File: config.mk
export PLATFORM = sky130hd
export DESIGN_NAME = nunchuck_i2c_target
export DESIGN_NICKNAME = d
export VERILOG_FILES = /design/src/rtl/nunchuck_pkg.sv /design/src/rtl/i2c_bus_sync.sv /design/src/rtl/nunchuck_i2c_target.sv
export SDC_FILE = /design/constraint.sdc
export NUM_CORES = 1
export LEC_CHECK = 0
export CAP_MARGIN = 20
export CORE_MARGIN = 4
export CORE_UTILIZATION = 35
export DETAILED_ROUTE_END_ITERATION = 8
export PLACE_DENSITY = 0.61
export RECOVER_POWER = 50
export SYNTH_ARGS = -nofsm -noshare
export SYNTH_HDL_FRONTEND = slang
export SYNTH_HIERARCHICAL = 1
export SYNTH_SLANG_ARGS = --single-unit
File: constraint.sdc
create_clock -name clkin -period 5.99 [get_ports clkin]
set_clock_uncertainty 0.2 [all_clocks]
set_input_delay 1.198 -clock clkin [delete_from_list [all_inputs] [get_ports clkin]]
set_output_delay 1.198 -clock clkin [all_outputs]
set_load 0.02 [all_outputs]
File: src/rtl/nunchuck_pkg.sv
// Shared types and constants for the nunchuck I2C target emulator.
package nunchuck_pkg;

  typedef enum logic [2:0] {
    IDLE,
    ADDR,
    ADDR_ACK,
    WR_BYTE,
    WR_ACK,
    RD_BYTE,
    RD_ACK,
    IGNORE
  } state_t;

  localparam logic [6:0] NUNCHUCK_ADDR = 7'h52;
  localparam logic [7:0] INIT_REG_A    = 8'hF0;
  localparam logic [7:0] INIT_VAL_A    = 8'h55;
  localparam logic [7:0] INIT_REG_B    = 8'hFB;
  localparam logic [7:0] INIT_VAL_B    = 8'h00;
  localparam int         FRAME_LEN     = 6;

  function automatic logic [7:0] sat_inc(input logic [7:0] v);
    return (v == 8'hFF) ? 8'hFF : v + 8'd1;
  endfunction

endpackage

File: src/rtl/i2c_bus_sync.sv
// Synchronizes raw SCL/SDA into clkin and produces single-cycle edge,
// START and STOP pulses.
module i2c_bus_sync #(
  parameter int SYNC_STAGES = 2
) (
  input  logic clkin,
  input  logic rst,
  input  logic scl,
  input  logic sda_in,
  output logic sda_s,
  output logic scl_rise,
  output logic scl_fall,
  output logic start_det,
  output logic stop_det
);

  logic [SYNC_STAGES-1:0] scl_sr;
  logic [SYNC_STAGES-1:0] sda_sr;
  logic                   scl_d;
  logic                   sda_d;
  logic                   scl_s;

  // Flops reset to the idle-bus level so reset never fakes an edge.
  always_ff @(posedge clkin) begin
    if (!rst) begin
      scl_sr <= '1;
      sda_sr <= '1;
      scl_d  <= 1'b1;
      sda_d  <= 1'b1;
    end else begin
      scl_sr <= {scl_sr[SYNC_STAGES-2:0], scl};
      sda_sr <= {sda_sr[SYNC_STAGES-2:0], sda_in};
      scl_d  <= scl_sr[SYNC_STAGES-1];
      sda_d  <= sda_sr[SYNC_STAGES-1];
    end
  end

  assign scl_s     = scl_sr[SYNC_STAGES-1];
  assign sda_s     = sda_sr[SYNC_STAGES-1];
  assign scl_rise  = scl_s & ~scl_d;
  assign scl_fall  = ~scl_s & scl_d;
  assign start_det = scl_s & scl_d & sda_d & ~sda_s;
  assign stop_det  = scl_s & scl_d & ~sda_d & sda_s;

endmodule

File: src/rtl/nunchuck_i2c_target.sv
// I2C target emulating an unencrypted Wii Nunchuck for board loopback.
// state    | meaning
// IDLE     | bus free, waiting for START
// ADDR     | shifting in address + R/W
// ADDR_ACK | driving address ACK
// WR_BYTE  | shifting in a write byte
// WR_ACK   | driving write ACK
// RD_BYTE  | driving frame[pointer] MSB first
// RD_ACK   | sampling master ACK/NACK
// IGNORE   | not addressed, waiting for START/STOP
module nunchuck_i2c_target
  import nunchuck_pkg::*;
#(
  parameter logic [6:0] I2C_ADDR    = NUNCHUCK_ADDR,
  parameter int         SYNC_STAGES = 2,
  parameter int         FRAME_LEN   = nunchuck_pkg::FRAME_LEN
) (
  input  logic        clkin,
  input  logic        rst,
  input  logic        scl,
  input  logic        sda_in,
  output logic        sda_oe,
  input  logic [7:0]  stick_x,
  input  logic [7:0]  stick_y,
  input  logic [9:0]  accel_x,
  input  logic [9:0]  accel_y,
  input  logic [9:0]  accel_z,
  input  logic        z,
  input  logic        c,
  output logic        init_done,
  output logic [15:0] frame_count,
  output logic        busy
);

  logic sda_s, scl_rise, scl_fall, start_det, stop_det;

  i2c_bus_sync #(.SYNC_STAGES(SYNC_STAGES)) u_sync (
    .clkin     (clkin),
    .rst       (rst),
    .scl       (scl),
    .sda_in    (sda_in),
    .sda_s     (sda_s),
    .scl_rise  (scl_rise),
    .scl_fall  (scl_fall),
    .start_det (start_det),
    .stop_det  (stop_det)
  );

  state_t      state, state_n;
  logic [3:0]  bit_cnt, bit_cnt_n;
  logic [7:0]  sr, sr_n;
  logic [7:0]  ptr, ptr_n, ptr_inc;
  logic        oe_n, busy_n;
  logic        first_byte, first_n;
  logic        rw, rw_n;
  logic        ack_bit, ack_n;
  logic        flag_a, flag_a_n, flag_b, flag_b_n;
  logic        snap_en, fc_inc;
  logic [47:0] frame_q, snap;
  logic [7:0]  rd_byte, nx_byte;
  logic [2:0]  bit_idx;

  // Byte i lives at frame_q[i*8 +: 8].
  assign snap = {accel_z[1:0], accel_y[1:0], accel_x[1:0], ~c, ~z,
                 accel_z[9:2], accel_y[9:2], accel_x[9:2], stick_y, stick_x};

  function automatic logic [7:0] byte_at(input logic [47:0] f, input logic [7:0] p);
    logic [7:0] b;
    b = 8'hFF;
    for (int i = 0; i < 6; i++)
      if (p == 8'(i) && i < FRAME_LEN) b = f[i*8 +: 8];
    return b;
  endfunction

  assign ptr_inc   = sat_inc(ptr);
  assign rd_byte   = byte_at(frame_q, ptr);
  assign nx_byte   = byte_at(frame_q, ptr_inc);
  assign bit_idx   = 3'd7 - bit_cnt[2:0];
  assign init_done = flag_a & flag_b;

  always_comb begin
    state_n   = state;
    bit_cnt_n = bit_cnt;
    sr_n      = sr;
    oe_n      = sda_oe;
    busy_n    = busy;
    ptr_n     = ptr;
    first_n   = first_byte;
    rw_n      = rw;
    ack_n     = ack_bit;
    flag_a_n  = flag_a;
    flag_b_n  = flag_b;
    snap_en   = 1'b0;
    fc_inc    = 1'b0;
    if (stop_det) begin
      state_n = IDLE;
      oe_n    = 1'b0;
      busy_n  = 1'b0;
    end else if (start_det) begin
      state_n   = ADDR;
      bit_cnt_n = 4'd0;
    end else begin
      case (state)
        ADDR: begin
          if (scl_rise && bit_cnt < 4'd8) begin
            sr_n      = {sr[6:0], sda_s};
            bit_cnt_n = bit_cnt + 4'd1;
          end else if (scl_fall && bit_cnt == 4'd8) begin
            if (sr[7:1] == I2C_ADDR) begin
              state_n = ADDR_ACK;
              oe_n    = 1'b1;
              busy_n  = 1'b1;
              rw_n    = sr[0];
              first_n = 1'b1;
              snap_en = sr[0];
            end else begin
              state_n = IGNORE;
              busy_n  = 1'b0;
            end
          end
        end
        ADDR_ACK: begin
          if (scl_fall) begin
            bit_cnt_n = 4'd0;
            if (rw) begin
              state_n = RD_BYTE;
              oe_n    = ~rd_byte[7];
            end else begin
              state_n = WR_BYTE;
              oe_n    = 1'b0;
            end
          end
        end
        WR_BYTE: begin
          if (scl_rise && bit_cnt < 4'd8) begin
            sr_n      = {sr[6:0], sda_s};
            bit_cnt_n = bit_cnt + 4'd1;
          end else if (scl_fall && bit_cnt == 4'd8) begin
            if (first_byte) begin
              ptr_n   = sr;
              first_n = 1'b0;
            end else begin
              if (ptr == INIT_REG_A && sr == INIT_VAL_A) flag_a_n = 1'b1;
              if (ptr == INIT_REG_B && sr == INIT_VAL_B) flag_b_n = 1'b1;
              ptr_n = ptr_inc;
            end
            state_n = WR_ACK;
            oe_n    = 1'b1;
          end
        end
        WR_ACK: begin
          if (scl_fall) begin
            state_n   = WR_BYTE;
            bit_cnt_n = 4'd0;
            oe_n      = 1'b0;
          end
        end
        RD_BYTE: begin
          if (scl_rise && bit_cnt < 4'd8) begin
            bit_cnt_n = bit_cnt + 4'd1;
          end else if (scl_fall) begin
            if (bit_cnt == 4'd8) begin
              state_n = RD_ACK;
              oe_n    = 1'b0;
            end else if (bit_cnt != 4'd0) begin
              oe_n = ~rd_byte[bit_idx];
            end
          end
        end
        RD_ACK: begin
          if (scl_rise) begin
            ack_n  = sda_s;
            fc_inc = (ptr == 8'(FRAME_LEN - 1));
          end else if (scl_fall) begin
            if (!ack_bit) begin
              ptr_n     = ptr_inc;
              state_n   = RD_BYTE;
              bit_cnt_n = 4'd0;
              oe_n      = ~nx_byte[7];
            end else begin
              state_n = IGNORE;
              busy_n  = 1'b0;
              oe_n    = 1'b0;
            end
          end
        end
        IDLE, IGNORE: ;
        default: state_n = IDLE;
      endcase
    end
  end

  always_ff @(posedge clkin) begin
    if (!rst) begin
      state       <= IDLE;
      bit_cnt     <= 4'd0;
      sr          <= 8'd0;
      sda_oe      <= 1'b0;
      busy        <= 1'b0;
      ptr         <= 8'd0;
      first_byte  <= 1'b0;
      rw          <= 1'b0;
      ack_bit     <= 1'b1;
      flag_a      <= 1'b0;
      flag_b      <= 1'b0;
      frame_count <= 16'd0;
      frame_q     <= '1;
    end else begin
      state      <= state_n;
      bit_cnt    <= bit_cnt_n;
      sr         <= sr_n;
      sda_oe     <= oe_n;
      busy       <= busy_n;
      ptr        <= ptr_n;
      first_byte <= first_n;
      rw         <= rw_n;
      ack_bit    <= ack_n;
      flag_a     <= flag_a_n;
      flag_b     <= flag_b_n;
      if (fc_inc) frame_count <= frame_count + 16'd1;
      if (snap_en) frame_q <= snap;
    end
  end

endmodule

== After elaboration in Yosys (flattened, before gate mapping) ==
Cells that the tools add are included.
Word-level totals
  memory bits (writable): 0
  word-level logic and storage cells: 209
  bits in latches: 0
  ROM bits: 0
  register bits after elaboration: 100
  output and inout bits: 19
  memories kept: 0
Operators by class
  magnitude comparators: 2
  add/sub/neg operators: 4
  eq/ne operators: 51
  mux-type cells: 81
  bitwise logic cells: 22
  multipliers: 0
  shift-type cells: 0
  divide/modulo/power cells: 0
  reductions and logical operators: 31
Operator list (count)
  $mux 8: 19
  $mux 3: 13
  $ne 3x3->1 const B: 13
  $mux 1: 35
  $eq 8x2->1 const B: 4
  $eq 8x3->1 const B: 4
  $ne 2x2->1 const B: 14
  $reduce_and 7->1: 4
  $eq 8x8->1 const B: 3
  $logic_not 8->1: 3
  $mux 4: 6
  $reduce_and 12->1: 2
  $pmux 3 s6: 1
  $add 16x1->16 const B: 1
  $eq 8x1->1 const B: 2
  $pmux 8 s2: 1
  $reduce_and 8->1: 2
  $not 1->1: 14
  $reduce_and 14->1: 1
  $pmux 4 s3: 1
  $eq 3x3->1 const B: 3
  $add 8x1->8 const B: 1
  $and 1x1->1: 8
  $eq 8x7->1 const B: 1
  other kinds (22): 35

== Longest topological paths before layout ==
  depth after elaboration: 15
  mapped depth: 11
  depth with buffers taken out: 9

== Cells and area by module ==
Netlist, hierarchy kept.
By module, submodules not included
  nunchuck_i2c_target: area each 4855.9 um^2, sequential area each 1881.8 um^2, times used 1, cells an instance 624
  i2c_bus_sync: area each 190.2 um^2, sequential area each 120.1 um^2, times used 1, cells an instance 16

== Worst setup path before layout ==
Ideal clock, no wire load.
  path kind: flip-flop to flip-flop
  from: register ptr[3]
  to: register sda_oe
  data required time: 5704 ps
  path buffers: 1
  setup time: 86 ps
  data arrival time: 2194 ps
  slack: 3510 ps
  cell stages (with the launch flop): 8
  cell sequence: dfxtp_1 > buf_6 > or4_4 > or3_4 > o311a_1 > o41ai_2 > o311ai_1 > a211oi_1
On the way
  longest elaborated chain between the ends: 15
  elaborated cells between the ends (all ways): 42
  classes of those cells: add/sub (1); eq/ne (11); mux (25); bitwise (3); reduce/logical (2)
RTL lines
  start: declaration: RTL line nunchuck_i2c_target.sv:52  | logic [7:0] ptr, ptr_n, ptr_inc;
  start signal: assignment: RTL line nunchuck_i2c_target.sv:214  | ptr <= ptr_n;
  parallel branches: the longest is 14 deep, another holds $add 8x1->8
  $pmux 1 s6 *: RTL line nunchuck_i2c_target.sv:103  | case (state)
  end signal: assignment: RTL line nunchuck_i2c_target.sv:212  | sda_oe <= oe_n;
  end: declaration: RTL line nunchuck_i2c_target.sv:22  | output logic sda_oe,
Mark *: on every way between the ends. The select of a mux whose other input is x is not followed.
A chain may end at the register's enable or synchronous reset.

== Worst setup path in the final report ==
  from: register state[0]
  to: register frame_q[35]
On the way
  longest elaborated chain between the ends: 4
RTL lines
  start: declaration: RTL line nunchuck_i2c_target.sv:49  | state_t state, state_n;
  start signal: assignment: RTL line nunchuck_i2c_target.sv:209  | state <= state_n;
  $eq 3x1->1: RTL line nunchuck_i2c_target.sv:103
  $mux 1: RTL line nunchuck_i2c_target.sv:103
  $mux 1: RTL line nunchuck_i2c_target.sv:99  | end else if (start_det) begin
  $mux 1: RTL line nunchuck_i2c_target.sv:95  | if (stop_det) begin
  end signal: assignment: RTL line nunchuck_i2c_target.sv:221  | if (snap_en) frame_q <= snap;
  end: declaration: RTL line nunchuck_i2c_target.sv:59  | logic [47:0] frame_q, snap;
No other way between the ends.

==> results by stage <==
Worst setup path:
- The largest driver fanout on the critical path is 48.
- The startpoint of the most critical register-to-register path is state[0].
- The endpoint required time on the critical path is around 6.0 ns.
- The slack of the worst reg-to-reg path is just under 2 ns.
- The depth of the most critical reg-to-reg path is 6.
- STA classifies the critical path endpoint as a register.
- The endpoint identified for the worst register-to-register timing path is frame_q[35].
- The critical path in this run is classified as register to register.
- The type of origin of the critical path is a register.
- The arrival time of the worst setup path is 4.01 ns.

Global routing:
- The remaining global-route overflow is 0.
- The via count of the first global-routing pass is 4606.
- The maximum number of pins on one net before global-route repair is 52.
- Global routing consumed, over all layers together, 16.4% of the routing resources.
- The first global-routing pass estimated around 22 mm of wire.
- The number of antenna violations at the first check in global routing is 0.

Timing:
- Measured against its own limit, the worst slew margin works out to -28.3%.
- The tightest hold path in the finished design has a slack of 0.208 ns.
- The setup slack after layout is 1.95 ns.
- The number of hold violations in the final report is 0.
- The count of pins over their slew limit is 97.
- For the pin with the worst max-slew slack, the measured transition is 1.92 ns.
- The number of setup violations in the final report is 0.
- The clock period minus final worst setup slack is 4.04 ns.
- The final setup TNS is 0 ns.
- Setup repair after global routing left no endpoint under its margin.
- Timing would allow up to ~250 MHz.
- The share of the cycle needed by the critical path after routing is between 60 and 70%.

Synthesis:
- The register area share after synthesis is 39.7%.
- Counting distinct cell types in the post-synthesis netlist gives 63.
- The cell count after synthesis came out at 640.
- Counting flops with a built-in enable in the synthesized netlist gives 0.
- The cell area after synthesis is ~5000 µm².
- Yosys attributes the largest share of cell area to sky130_fd_sc_hd__dfxtp_1 (40%), sky130_fd_sc_hd__nand2_1 (9.8%), sky130_fd_sc_hd__nand3_1 (6.3%).
- For this run, the leading register cell type out of synthesis is sky130_fd_sc_hd__dfxtp_1.
- The portion of synthesized cell area occupied by the leading cell type is 39.7%.
- Counting flops and latches in the post-synthesis netlist gives 100.
- After synthesis, the share of flip-flops with an asynchronous set or reset is 0%.
- The synthesis warning total is 6.
- When the netlist entered floorplanning its net count stood at 699.
- The synthesized area per cell is about 7.9 µm².
- The library cell with the largest summed area after synthesis is sky130_fd_sc_hd__dfxtp_1.

Place:
- In this run the cell area measured after placement is 5830 µm².
- The HPWL reported at the end of detailed placement is 9.64 mm.
- Routability-driven placement finished with a final weighted congestion of ~0.90.
- The count of input and output buffers is 70.
- The pre-CTS worst setup slack is 2.71 ns.

CTS:
- Clock tree synthesis selected as its root buffer the cell sky130_fd_sc_hd__clkbuf_16.
- The CTS clock-pin slew for the worst setup and hold paths is 0.07 ns.
- The hold buffer count at cts is 0.
- CTS saw 100 sinks.
- The CTS tree is yes.
- The H-tree was split into 3 levels.
- The number of cells upsized or downsized after cts is 0.
- The later pin in the worst-skew pair is clocked with a latency of 0.35 ns.
- Once the clock tree was built, the setup fixing pass inserted 0 buffers.
- Clock tree synthesis inserted a total of 9 buffers.
- The maximum clock path buffer count is 2.

Floorplan:
- The die outline area is 16400 µm².
- The floorplan step set the die width to 128 µm.
- The total area inside the core boundary comes to ~14000 µm².
- After floorplanning, the core was divided into 43 placement rows.
- In this run the vertical extent of the chip is 128 µm.
- The initial utilization of the core area, before any placement, comes to ~36%.
- Pin placement for this block handled 71 I/O pins.

Finish:
- From synthesis to final layout, the design area changed by 21.2%.
- The fraction of layout cells with a size suffix above 1 is 4.07%.
- The most frequent standard cell in the layout excluding fill and tap cells is sky130_fd_sc_hd__nand2_1.
- The layout net count is roughly 740.
- After routing the design area is 6110 µm².
- The count of inserted antenna diode cells is 0.
- In the layout the commonest cells are sky130_fd_sc_hd__nand2_1 (132), sky130_fd_sc_hd__dfxtp_1 (100), sky130_fd_sc_hd__nand3_1 (64), sky130_fd_sc_hd__clkdlybuf4s50_1 (50), sky130_fd_sc_hd__nor2_1 (31).

Min path:
- The worst min-delay path class is register to register.
- The hold-critical path depth is 1.
- The path with the worst hold slack has its endpoint at u_sync/scl_sr[1].
- The start point of the worst hold path is u_sync/scl_sr[0].

Run status:
- The flow ran to the end, but the final reports show violations.
- The final reports fail on max-capacitance violations, max-slew violations.

Routing:
- The count of nets left with antenna violations once routing finished came out at 0.
- The final route contains 4642 vias.
- After detailed routing, the total wire length is between 10 and 15 mm.
- The number of DRC violations after detailed-routing iteration 0 is 304.
- After detailed routing, the average wire length per cell comes to roughly 15 µm.
- The first detailed-routing pass took 5 iterations.
- In the routed design, unresolved DRC markers number 0.
- The post-detailed-route via-to-cell ratio is 5.35.

Power:
- In this run the power density over the cells is 214 nW/µm².
- The leakage power figure is 0.00248 µW.
- IR analysis of the VDD net gives a maximum drop of 0.162 mV.

Job:
- Max-cap violations in this run came to 2.
-- worst max path at each step --
stage,start,end,slack [ns],depth (start not counted)
floorplan,ptr[3],sda_oe,3.51,7
global placement,ptr[0],frame_count[14],2.84,8
detailed placement,ptr[0],frame_count[14],2.71,8
CTS,ptr[0],frame_count[14],2.69,8
global route,state[0],frame_q[35],1.50,6
finish,state[0],frame_q[35],1.95,6
-- cells by family (layout without fill, tap and decap cells) --
family                     count (synthesis)  in the layout  share of synthesized area [%]
xor gates and xnor gates                  16             16                           2.78
AOI/OAI and AO/OA                        106            106                           14.7
DFF                                      100            100                           39.7
and+or+nand+nor                          340            340                           33.4
muxes                                     16             16                           3.45
adders and majority gates                  7              7                           1.74
buffers and inverters                     55            103                           4.34
-- cell type report --
type / instances / area, µm²
fillers: 1456 / 7880
inverters: 15 / 56.3
clock buffers: 9 / 225
clock inverters: 6 / 66.3
flip-flops and latches: 100 / 2000
multi-input cells: 485 / 2830
well taps: 180 / 225
repair buffers: 73 / 713
-- through the flow --
step / instances / power, µW / util (%)
finish: 868 / 1310 / 43.7
global placement: 853 / 741 / 41.7
CTS: 868 / 1330 / 43.8
detailed placement: 853 / 742 / 41.7
floorplan: 640 / 703 / -
global route: 868 / 1350 / 43.7
-- power by group --
| part | switching [µW] | internal, µW | leakage [µW] |
|---|---|---|---|
| Combinational | 20.8 | 35.8 | 0.00154 |
| Sequential | 2.88 | 666 | 0.000809 |
| Clock | 259 | 321 | 0.000134 |
-- routing by layer --
layer	vias to the layer above	global-route usage, %	part of all wire (%)
li1	2329	-	-
met1	2147	19.9	45
met2	145	28.2	48
met3	21	3.88	5.5
met4	0	5.93	2.2
met5	-	0	0
-- Yosys cell counts, types with 8 or more instances --
| cell | count |
|---|---|
| sky130_fd_sc_hd__nand2_1 | 132 |
| sky130_fd_sc_hd__dfxtp_1 | 100 |
| sky130_fd_sc_hd__nand3_1 | 64 |
| sky130_fd_sc_hd__clkbuf_1 | 34 |
| sky130_fd_sc_hd__nor2_1 | 31 |
| sky130_fd_sc_hd__o21ai_0 | 24 |
| sky130_fd_sc_hd__and2_1 | 19 |
| sky130_fd_sc_hd__nor2b_1 | 19 |
| sky130_fd_sc_hd__a21oi_1 | 16 |
| sky130_fd_sc_hd__inv_1 | 14 |
| sky130_fd_sc_hd__mux2i_1 | 14 |
| sky130_fd_sc_hd__nand2b_1 | 13 |
| sky130_fd_sc_hd__xnor2_1 | 12 |
| sky130_fd_sc_hd__nand4_1 | 11 |
| sky130_fd_sc_hd__nor3_1 | 11 |
| sky130_fd_sc_hd__a21boi_0 | 8 |
| sky130_fd_sc_hd__and3_1 | 8 |
| sky130_fd_sc_hd__o211ai_1 | 8 |
-- worst max-delay path, cell delays in order (launching register included) --
cell and delay [ns]:
sky130_fd_sc_hd__dfxtp_1 0.75, sky130_fd_sc_hd__nor2b_1 0.46, sky130_fd_sc_hd__nand4_1 0.29, sky130_fd_sc_hd__nor4b_1 0.36
sky130_fd_sc_hd__clkbuf_1 1.42, sky130_fd_sc_hd__mux2i_1 0.30, sky130_fd_sc_hd__nand2_1 0.07
-- sequential cells by signal, indices dropped and copies added, names as in the netlist, 2 cells and up --
name           count
frame_q           48
u_sync/scl_sr      2
sr                 8
frame_count       16
bit_cnt            4
u_sync/sda_sr      2
state              3
ptr                8
Power figures use the tool's default switching activity.
